## config.mk

```make
export PLATFORM = sky130hd
export DESIGN_NAME = sram_rw_req_ctrl_flat
export DESIGN_NICKNAME = d
export VERILOG_FILES = /design/src/rtl/sram_rw_req_ctrl_if.sv /design/src/rtl/sram_rw_req_ctrl.sv /design/src/flat_wrapper.sv
export SDC_FILE = /design/constraint.sdc
export NUM_CORES = 1
export LEC_CHECK = 0
export ABC_AREA = 1
export CAP_MARGIN = 25
export CORE_AREA = 2 2 211 213
export DETAILED_ROUTE_END_ITERATION = 10
export DIE_AREA = 0 0 213 215
export PLACE_DENSITY = 0.77
export SKIP_LAST_GASP = 1
export SYNTH_ARGS = -nofsm -noshare
export SYNTH_HDL_FRONTEND = slang
export SYNTH_SLANG_ARGS = --single-unit
```

## constraint.sdc

```tcl
create_clock -name clock -period 9.8 [get_ports clock]
set_clock_uncertainty 0.2 [all_clocks]
set_input_delay 0.98 -clock clock [delete_from_list [all_inputs] [get_ports clock]]
set_output_delay 0.98 -clock clock [all_outputs]
set_load 0.01 [all_outputs]
```

## src/rtl/sram_rw_req_ctrl_if.sv

```systemverilog
// ---------------------------------------------------------------------------
// sram_rw_req_ctrl_if
//   Request/response stream bundle between a cache/scratchpad pipeline and
//   sram_rw_req_ctrl.
//
//   Request  (master -> slave): req_valid, req_write, req_addr, req_mask,
//                               req_data; slave returns req_ready.
//   Response (slave -> master): resp_valid, resp_data; master returns
//                               resp_ready.
//
//   master : the pipeline issuing requests and consuming read data
//   slave  : the SRAM request controller
// ---------------------------------------------------------------------------
interface sram_rw_req_ctrl_if #(
    parameter int ADDR_BITS = 9,
    parameter int DATA_BITS = 128,
    parameter int MASK_BITS = 4
);
    logic                 req_valid;
    logic                 req_ready;
    logic                 req_write;
    logic [ADDR_BITS-1:0] req_addr;
    logic [MASK_BITS-1:0] req_mask;
    logic [DATA_BITS-1:0] req_data;

    logic                 resp_valid;
    logic                 resp_ready;
    logic [DATA_BITS-1:0] resp_data;

    modport master (
        output req_valid, req_write, req_addr, req_mask, req_data, resp_ready,
        input  req_ready, resp_valid, resp_data
    );

    modport slave (
        input  req_valid, req_write, req_addr, req_mask, req_data, resp_ready,
        output req_ready, resp_valid, resp_data
    );
endinterface

```

## src/rtl/sram_rw_req_ctrl.sv

```systemverilog
// ---------------------------------------------------------------------------
// sram_rw_req_ctrl
//   Initiator-side controller for a single-port RW0 SRAM macro with a
//   1-cycle registered read and per-lane write mask. Accepted requests are
//   passed straight onto the RW0 port in the accept cycle; read data returns
//   on RW0_rdata one cycle later, is pushed into an in-order response FIFO
//   and handed back over a ready/valid response channel. Read issue is
//   credit-limited so the FIFO can never overflow.
//
//   Ports:
//     clock, reset     : clock (also the SRAM RW0_clk), synchronous
//                        active-high reset
//     port (slave)     : request stream (req_*) and response stream (resp_*)
//     busy             : zero-init sweep in progress
//     RW0_addr/en/wmode/wmask/wdata : SRAM command outputs
//     RW0_rdata        : SRAM read data, valid the cycle after a read enable
//
//   Optional feature macro: SRAM_REQ_CTRL_ZERO_INIT_EN
//     When defined, every row 0..DEPTH-1 is written with zeros (full mask)
//     after reset, one row per cycle, before requests are accepted.
// ---------------------------------------------------------------------------
module sram_rw_req_ctrl #(
    parameter int ADDR_BITS    = 9,
    parameter int DEPTH        = 512,
    parameter int DATA_BITS    = 128,
    parameter int MASK_BITS    = 4,
    parameter int RESP_ENTRIES = 3
) (
    input  logic                 clock,
    input  logic                 reset,
    sram_rw_req_ctrl_if.slave    port,
    output logic                 busy,
    output logic [ADDR_BITS-1:0] RW0_addr,
    output logic                 RW0_en,
    output logic                 RW0_wmode,
    output logic [MASK_BITS-1:0] RW0_wmask,
    output logic [DATA_BITS-1:0] RW0_wdata,
    input  logic [DATA_BITS-1:0] RW0_rdata
);

    localparam int CNT_W = $clog2(RESP_ENTRIES + 1);
    localparam int PTR_W = $clog2(RESP_ENTRIES);
    localparam int OCC_W = CNT_W + 1;

    localparam logic [CNT_W-1:0] CNT_FULL  = CNT_W'(RESP_ENTRIES);
    localparam logic [OCC_W-1:0] OCC_LIMIT = OCC_W'(RESP_ENTRIES);
    localparam logic [PTR_W-1:0] PTR_LAST  = PTR_W'(RESP_ENTRIES - 1);

`ifdef SRAM_REQ_CTRL_ZERO_INIT_EN
    typedef enum logic [0:0] {
        ST_IDLE = 1'b0,
        ST_INIT = 1'b1
    } state_t;
    localparam state_t RESET_STATE = ST_INIT;
    localparam logic [ADDR_BITS-1:0] SWEEP_LAST = ADDR_BITS'(DEPTH - 1);

    logic [ADDR_BITS-1:0] sweep;
    logic [ADDR_BITS-1:0] sweep_nxt;
`else
    typedef enum logic [0:0] {
        ST_IDLE = 1'b0
    } state_t;
    localparam state_t RESET_STATE = ST_IDLE;
`endif

    state_t state;
    state_t state_nxt;

    logic                 req_ready_int;
    logic                 rd_accept;
    logic                 inflight_p1;
    logic [CNT_W-1:0]     count;
    logic [PTR_W-1:0]     wptr;
    logic [PTR_W-1:0]     rptr;
    logic [OCC_W-1:0]     occ;
    logic                 push;
    logic                 pop;
    logic [DATA_BITS-1:0] resp_mem [RESP_ENTRIES];

    // A read in flight inside the SRAM already owns a queue slot, so credit
    // is counted against queue entries plus the in-flight read.
    assign occ = {1'b0, count} + {{CNT_W{1'b0}}, inflight_p1};

    assign push = inflight_p1;
    assign pop  = port.resp_valid && port.resp_ready;

    // ---- stage p0: request accept / RW0 command ----
    always_comb begin
        state_nxt     = state;
        req_ready_int = 1'b0;
        busy          = 1'b0;
        RW0_en        = 1'b0;
        RW0_wmode     = port.req_write;
        RW0_addr      = port.req_addr;
        RW0_wmask     = port.req_mask;
        RW0_wdata     = port.req_data;
`ifdef SRAM_REQ_CTRL_ZERO_INIT_EN
        sweep_nxt     = sweep;
`endif
        if (!reset) begin
`ifdef SRAM_REQ_CTRL_ZERO_INIT_EN
            if (state == ST_INIT) begin
                busy      = 1'b1;
                RW0_en    = 1'b1;
                RW0_wmode = 1'b1;
                RW0_addr  = sweep;
                RW0_wmask = '1;
                RW0_wdata = '0;
                sweep_nxt = sweep + 1'b1;
                if (sweep == SWEEP_LAST) begin
                    state_nxt = ST_IDLE;
                end
            end else begin
                req_ready_int = (occ < OCC_LIMIT);
                RW0_en        = port.req_valid && req_ready_int;
            end
`else
            if (state == ST_IDLE) begin
                req_ready_int = (occ < OCC_LIMIT);
                RW0_en        = port.req_valid && req_ready_int;
            end
`endif
        end
    end

    assign rd_accept      = RW0_en && !RW0_wmode && (state == ST_IDLE);
    assign port.req_ready = req_ready_int;

    always_ff @(posedge clock) begin
        if (reset) begin
            state       <= RESET_STATE;
            inflight_p1 <= 1'b0;
            count       <= '0;
            wptr        <= '0;
            rptr        <= '0;
`ifdef SRAM_REQ_CTRL_ZERO_INIT_EN
            sweep       <= '0;
`endif
        end else begin
            state       <= state_nxt;
            inflight_p1 <= rd_accept;
`ifdef SRAM_REQ_CTRL_ZERO_INIT_EN
            sweep       <= sweep_nxt;
`endif
            if (push && !pop) begin
                count <= count + 1'b1;
            end else if (!push && pop) begin
                count <= count - 1'b1;
            end
            if (push) begin
                wptr <= (wptr == PTR_LAST) ? '0 : wptr + 1'b1;
            end
            if (pop) begin
                rptr <= (rptr == PTR_LAST) ? '0 : rptr + 1'b1;
            end
        end
    end

    // ---- stage p1: SRAM read data capture into response queue ----
    // Storage is data only; pointers and count define which entries are live.
    always_ff @(posedge clock) begin
        if (push) begin
            resp_mem[wptr] <= RW0_rdata;
        end
    end

    // ---- stage p2: response output ----
    assign port.resp_valid = (count != '0) && !reset;
    assign port.resp_data  = resp_mem[rptr];

    a_no_overflow: assert property (
        @(posedge clock) disable iff (reset) !(push && (count == CNT_FULL))
    );

    a_addr_in_range: assert property (
        @(posedge clock) disable iff (reset) RW0_en |-> (int'(RW0_addr) < DEPTH)
    );

endmodule

```

## src/flat_wrapper.sv

```systemverilog
// flat-port wrapper written by rule: the top's interface ports become plain ports
module sram_rw_req_ctrl_flat 
#(
    parameter int ADDR_BITS    = 9,
    parameter int DEPTH        = 512,
    parameter int DATA_BITS    = 128,
    parameter int MASK_BITS    = 4,
    parameter int RESP_ENTRIES = 3
)
  (clock, reset, busy, RW0_addr, RW0_en, RW0_wmode, RW0_wmask, RW0_wdata, RW0_rdata, port_req_valid, port_req_write, port_req_addr, port_req_mask, port_req_data, port_resp_ready, port_req_ready, port_resp_valid, port_resp_data);
  sram_rw_req_ctrl_if #(.ADDR_BITS(ADDR_BITS), .DATA_BITS(DATA_BITS), .MASK_BITS(MASK_BITS)) port_i ();
  input  logic clock;
  input  logic reset;
  output logic busy;
  output logic [ADDR_BITS-1:0] RW0_addr;
  output logic RW0_en;
  output logic RW0_wmode;
  output logic [MASK_BITS-1:0] RW0_wmask;
  output logic [DATA_BITS-1:0] RW0_wdata;
  input  logic [DATA_BITS-1:0] RW0_rdata;
  input wire logic [$bits(port_i.req_valid)-1:0] port_req_valid;
  input wire logic [$bits(port_i.req_write)-1:0] port_req_write;
  input wire logic [$bits(port_i.req_addr)-1:0] port_req_addr;
  input wire logic [$bits(port_i.req_mask)-1:0] port_req_mask;
  input wire logic [$bits(port_i.req_data)-1:0] port_req_data;
  input wire logic [$bits(port_i.resp_ready)-1:0] port_resp_ready;
  output wire logic [$bits(port_i.req_ready)-1:0] port_req_ready;
  output wire logic [$bits(port_i.resp_valid)-1:0] port_resp_valid;
  output wire logic [$bits(port_i.resp_data)-1:0] port_resp_data;
  assign port_i.req_valid = port_req_valid;
  assign port_i.req_write = port_req_write;
  assign port_i.req_addr = port_req_addr;
  assign port_i.req_mask = port_req_mask;
  assign port_i.req_data = port_req_data;
  assign port_i.resp_ready = port_resp_ready;
  assign port_req_ready = port_i.req_ready;
  assign port_resp_valid = port_i.resp_valid;
  assign port_resp_data = port_i.resp_data;
  sram_rw_req_ctrl #(.ADDR_BITS(ADDR_BITS), .DEPTH(DEPTH), .DATA_BITS(DATA_BITS), .MASK_BITS(MASK_BITS), .RESP_ENTRIES(RESP_ENTRIES)) u_core (.clock(clock), .reset(reset), .port(port_i), .busy(busy), .RW0_addr(RW0_addr), .RW0_en(RW0_en), .RW0_wmode(RW0_wmode), .RW0_wmask(RW0_wmask), .RW0_wdata(RW0_wdata), .RW0_rdata(RW0_rdata));
endmodule
```

==> flow_metrics.env <==
export IMPL_yosysWarningCount=0
export IMPL_synthAdderAreaFrac=0.00239
export IMPL_slew_violations=0
export IMPL_io_pin_count=548
export IMPL_worst_r2r_path_depth=4
export IMPL_internal_power_w=0.00284
export IMPL_rows=77
export IMPL_fin_util=0.433
export IMPL_cts_tree="yes"
export IMPL_grtUsageTotal=0.210
export IMPL_clock_fmax_mhz=214
export IMPL_ys_top_cells_by_area="edfxtp_1, a21oi_1, buf_4"
export IMPL_cts_resized=0
export IMPL_post_cts_buffers=0
export IMPL_tightestPinTransition_ps=1050
export IMPL_area_growth_pct=20.4
export IMPL_layout_drive_gt1_share=0.0507
export IMPL_cts_buffer_depth=3
export IMPL_status="finished clean"
export IMPL_timing_critical_path_required_ps=8620
export IMPL_synth_top_family_by_area="buffers and inverters"
export IMPL_synth_cells=1159
export IMPL_p_seq_frac=0.518
export IMPL_final_common_cell="edfxtp_1"
export IMPL_ant_nets=0
export IMPL_start_util=0.359
export IMPL_cp_arrival_ps=3480
export IMPL_hold_buffers=0
export IMPL_antenna_found_initial=12
export IMPL_nets=1553
export IMPL_p_per_area_nw_per_um2=193
export IMPL_cts_root_buf="clkbuf_16"
export IMPL_cts_num_sinks=393
export IMPL_drt_initial_drc_count=701
export IMPL_die_h_um=215
export IMPL_setup_viol=0
export IMPL_dr_pass1_iters=5
export IMPL_p_switching_w=0.000801
export IMPL_synth_top_area_frac=0.735
export IMPL_die_area_um2=45800
export IMPL_die_w_um=213
export IMPL_cp_endpoint="port_resp_data[101]"
export IMPL_p_leak_nw=6.44
export IMPL_post_place_ws_ps=5670
export IMPL_synthArstFlopShare=0
export IMPL_rsz0062_at_grt="false"
export IMPL_gp_congestion=0.871
export IMPL_wirelength_mm=50.1
export IMPL_pwr_share_clk=0.380
export IMPL_cts_htree_levels=2
export IMPL_ys_ff_latch=393
export IMPL_muxShareOfSynthArea=0
export IMPL_hp_class="flip-flop to flip-flop"
export IMPL_clkTransAtPathRegs_ps=60
export IMPL_critPathMaxFanout=81
export IMPL_clk_latency_ps=530
export IMPL_num_vias=9578
export IMPL_synth_xor_area_share=0
export IMPL_relSlewSlack=0.299
export IMPL_synth_nets=1436
export IMPL_critical_path_class="flip-flop to primary output"
export IMPL_avgSynthCellArea_um2=13.5
export IMPL_switching_share=0.220
export IMPL_tns_ps=0
export IMPL_grt_overflow_total=0
export IMPL_synthFlopType="edfxtp_1"
export IMPL_critPathLaunchType="flip-flop"
export IMPL_synth_simple_gate_area_frac=0.0687
export IMPL_yosys_area_top_type="edfxtp_1"
export IMPL_maxCapViolations=0
export IMPL_cts_made_buffers=40
export IMPL_grt_pass1_wl_mm=68.3
export IMPL_io_buffers=264
export IMPL_post_route_period_util=0.476
export IMPL_route_detailed_drc=0
export IMPL_drt_wirelength_per_cell_um=26.4
export IMPL_r2r_slack_ps=7130
export IMPL_setup_worst_path_end_class="primary output"
export IMPL_synth_edf_count=384
export IMPL_finalCriticalPeriod_ps=4660
export IMPL_detailed_place_hpwl_mm=35.4
export IMPL_fill_cells=3801
export IMPL_ir_drop_v=0.000134
export IMPL_mostFrequentLayoutCells="edfxtp_1, clkdlybuf4s50_1, a21oi_1"
export IMPL_finalWorstSetupSlack_ps=5140
export IMPL_grt_max_degree=88
export IMPL_r2r_end="u_core.resp_mem[0][1]"
export IMPL_finalHoldViolations=0
export IMPL_synth_distinct_cells=16
export IMPL_reg2reg_from="u_core.wptr[1]"
export IMPL_ys_seq_area_frac=0.747
export IMPL_coreArea_um2=43600
export IMPL_p_comb_frac=0.102
export IMPL_drt_vias_per_instance=5.05
export IMPL_grt_pass1_vias=9454
export IMPL_synth_compound_area_frac=0.0833
export IMPL_syn_cell_area_um2=15700
logic make-up (layout without fill, tap and decap cells):
group	count (synthesis)	count (layout)
AO/OA/AOI/OAI	261	261
adder cells (fa/ha/maj)	3	3
buffers and inverters	217	361
flip-flops	393	393
other	1	3
AND/OR/NAND/NOR	284	284
worst max-delay path, stage by stage, from the launching register on:
cell             delay, ps
dfxtp_4                530
inv_4                  510
buf_4                  790
nand2_1                160
a21oi_1                290
clkdlybuf4s50_1        590
stage by stage:
stage | std cells | power (W) | area (um2) | hold WS (ps)
2_1_floorplan | 1159 | 0.00213 | 15700 | 238
3_3_place_gp | 1825 | 0.00228 | 17700 | 253
3_5_place_dp | 1826 | 0.00229 | 17700 | 267
4_1_cts | 1895 | 0.00367 | 18900 | 277
5_1_grt | 1897 | 0.00376 | 18900 | 319
6_report | 1897 | 0.00365 | 18900 | 276
layer usage:
metal | track usage | up-vias | part of all wire
met5 | 0.00970 | - | 0.0029
li1 | - | 4201 | -
met1 | 0.193 | 4588 | 0.28
met2 | 0.355 | 656 | 0.50
met3 | 0.140 | 117 | 0.17
met4 | 0.0939 | 16 | 0.048
worst min-delay path by stage:
stage | cells past startpoint | slack [ps] | from | endpoint
detailed placement | 2 | 270 | u_core.wptr[1] | u_core.wptr[1]
floorplan | 2 | 240 | u_core.wptr[1] | u_core.wptr[1]
finish | 2 | 280 | u_core.wptr[1] | u_core.wptr[1]
CTS | 2 | 280 | u_core.wptr[1] | u_core.wptr[1]
global route | 2 | 320 | u_core.wptr[1] | u_core.wptr[1]
global placement | 2 | 250 | u_core.wptr[1] | u_core.wptr[1]
final cells by class:
type,count,area (um2),area share
Clock buffer,49,1060,0.0559
Inverter,18,82.6,0.00437
Sequential cell,393,11700,0.620
Clock inverter,20,118,0.00622
Tap cell,592,741,0.0392
Antenna cell,2,5.00,0.000265
Multi-Input combinational cell,549,2440,0.129
Timing Repair Buffer,274,2740,0.145
state kept, by name (all words and copies together), names as in the netlist, named ones only:
signal              count
u_core.resp_mem       384
u_core.count            2
u_core.rptr             2
u_core.wptr             2
u_core.inflight_p1      1
power by group through the flow:
| stage | registers [W] | clock network [W] | logic, W |
|---|---|---|---|
| 3_3_place_gp | 0.00192 | 0 | 0.000362 |
| 3_5_place_dp | 0.00192 | 0 | 0.000369 |
| 6_report | 0.00189 | 0.00139 | 0.000372 |
| 2_1_floorplan | 0.00192 | 0 | 0.000217 |
| 5_1_grt | 0.00189 | 0.00148 | 0.000396 |
| 4_1_cts | 0.00189 | 0.00142 | 0.000372 |
cells in the mapped netlist, drive strengths merged, types with 2 or more instances:
cell	n
dfxtp	9
buf	199
ha	3
inv	18
nand3	5
nor2	136
nand2	140
a21oi	260
edfxtp	384
nor3	2
(Power assumes the default switching activity.)
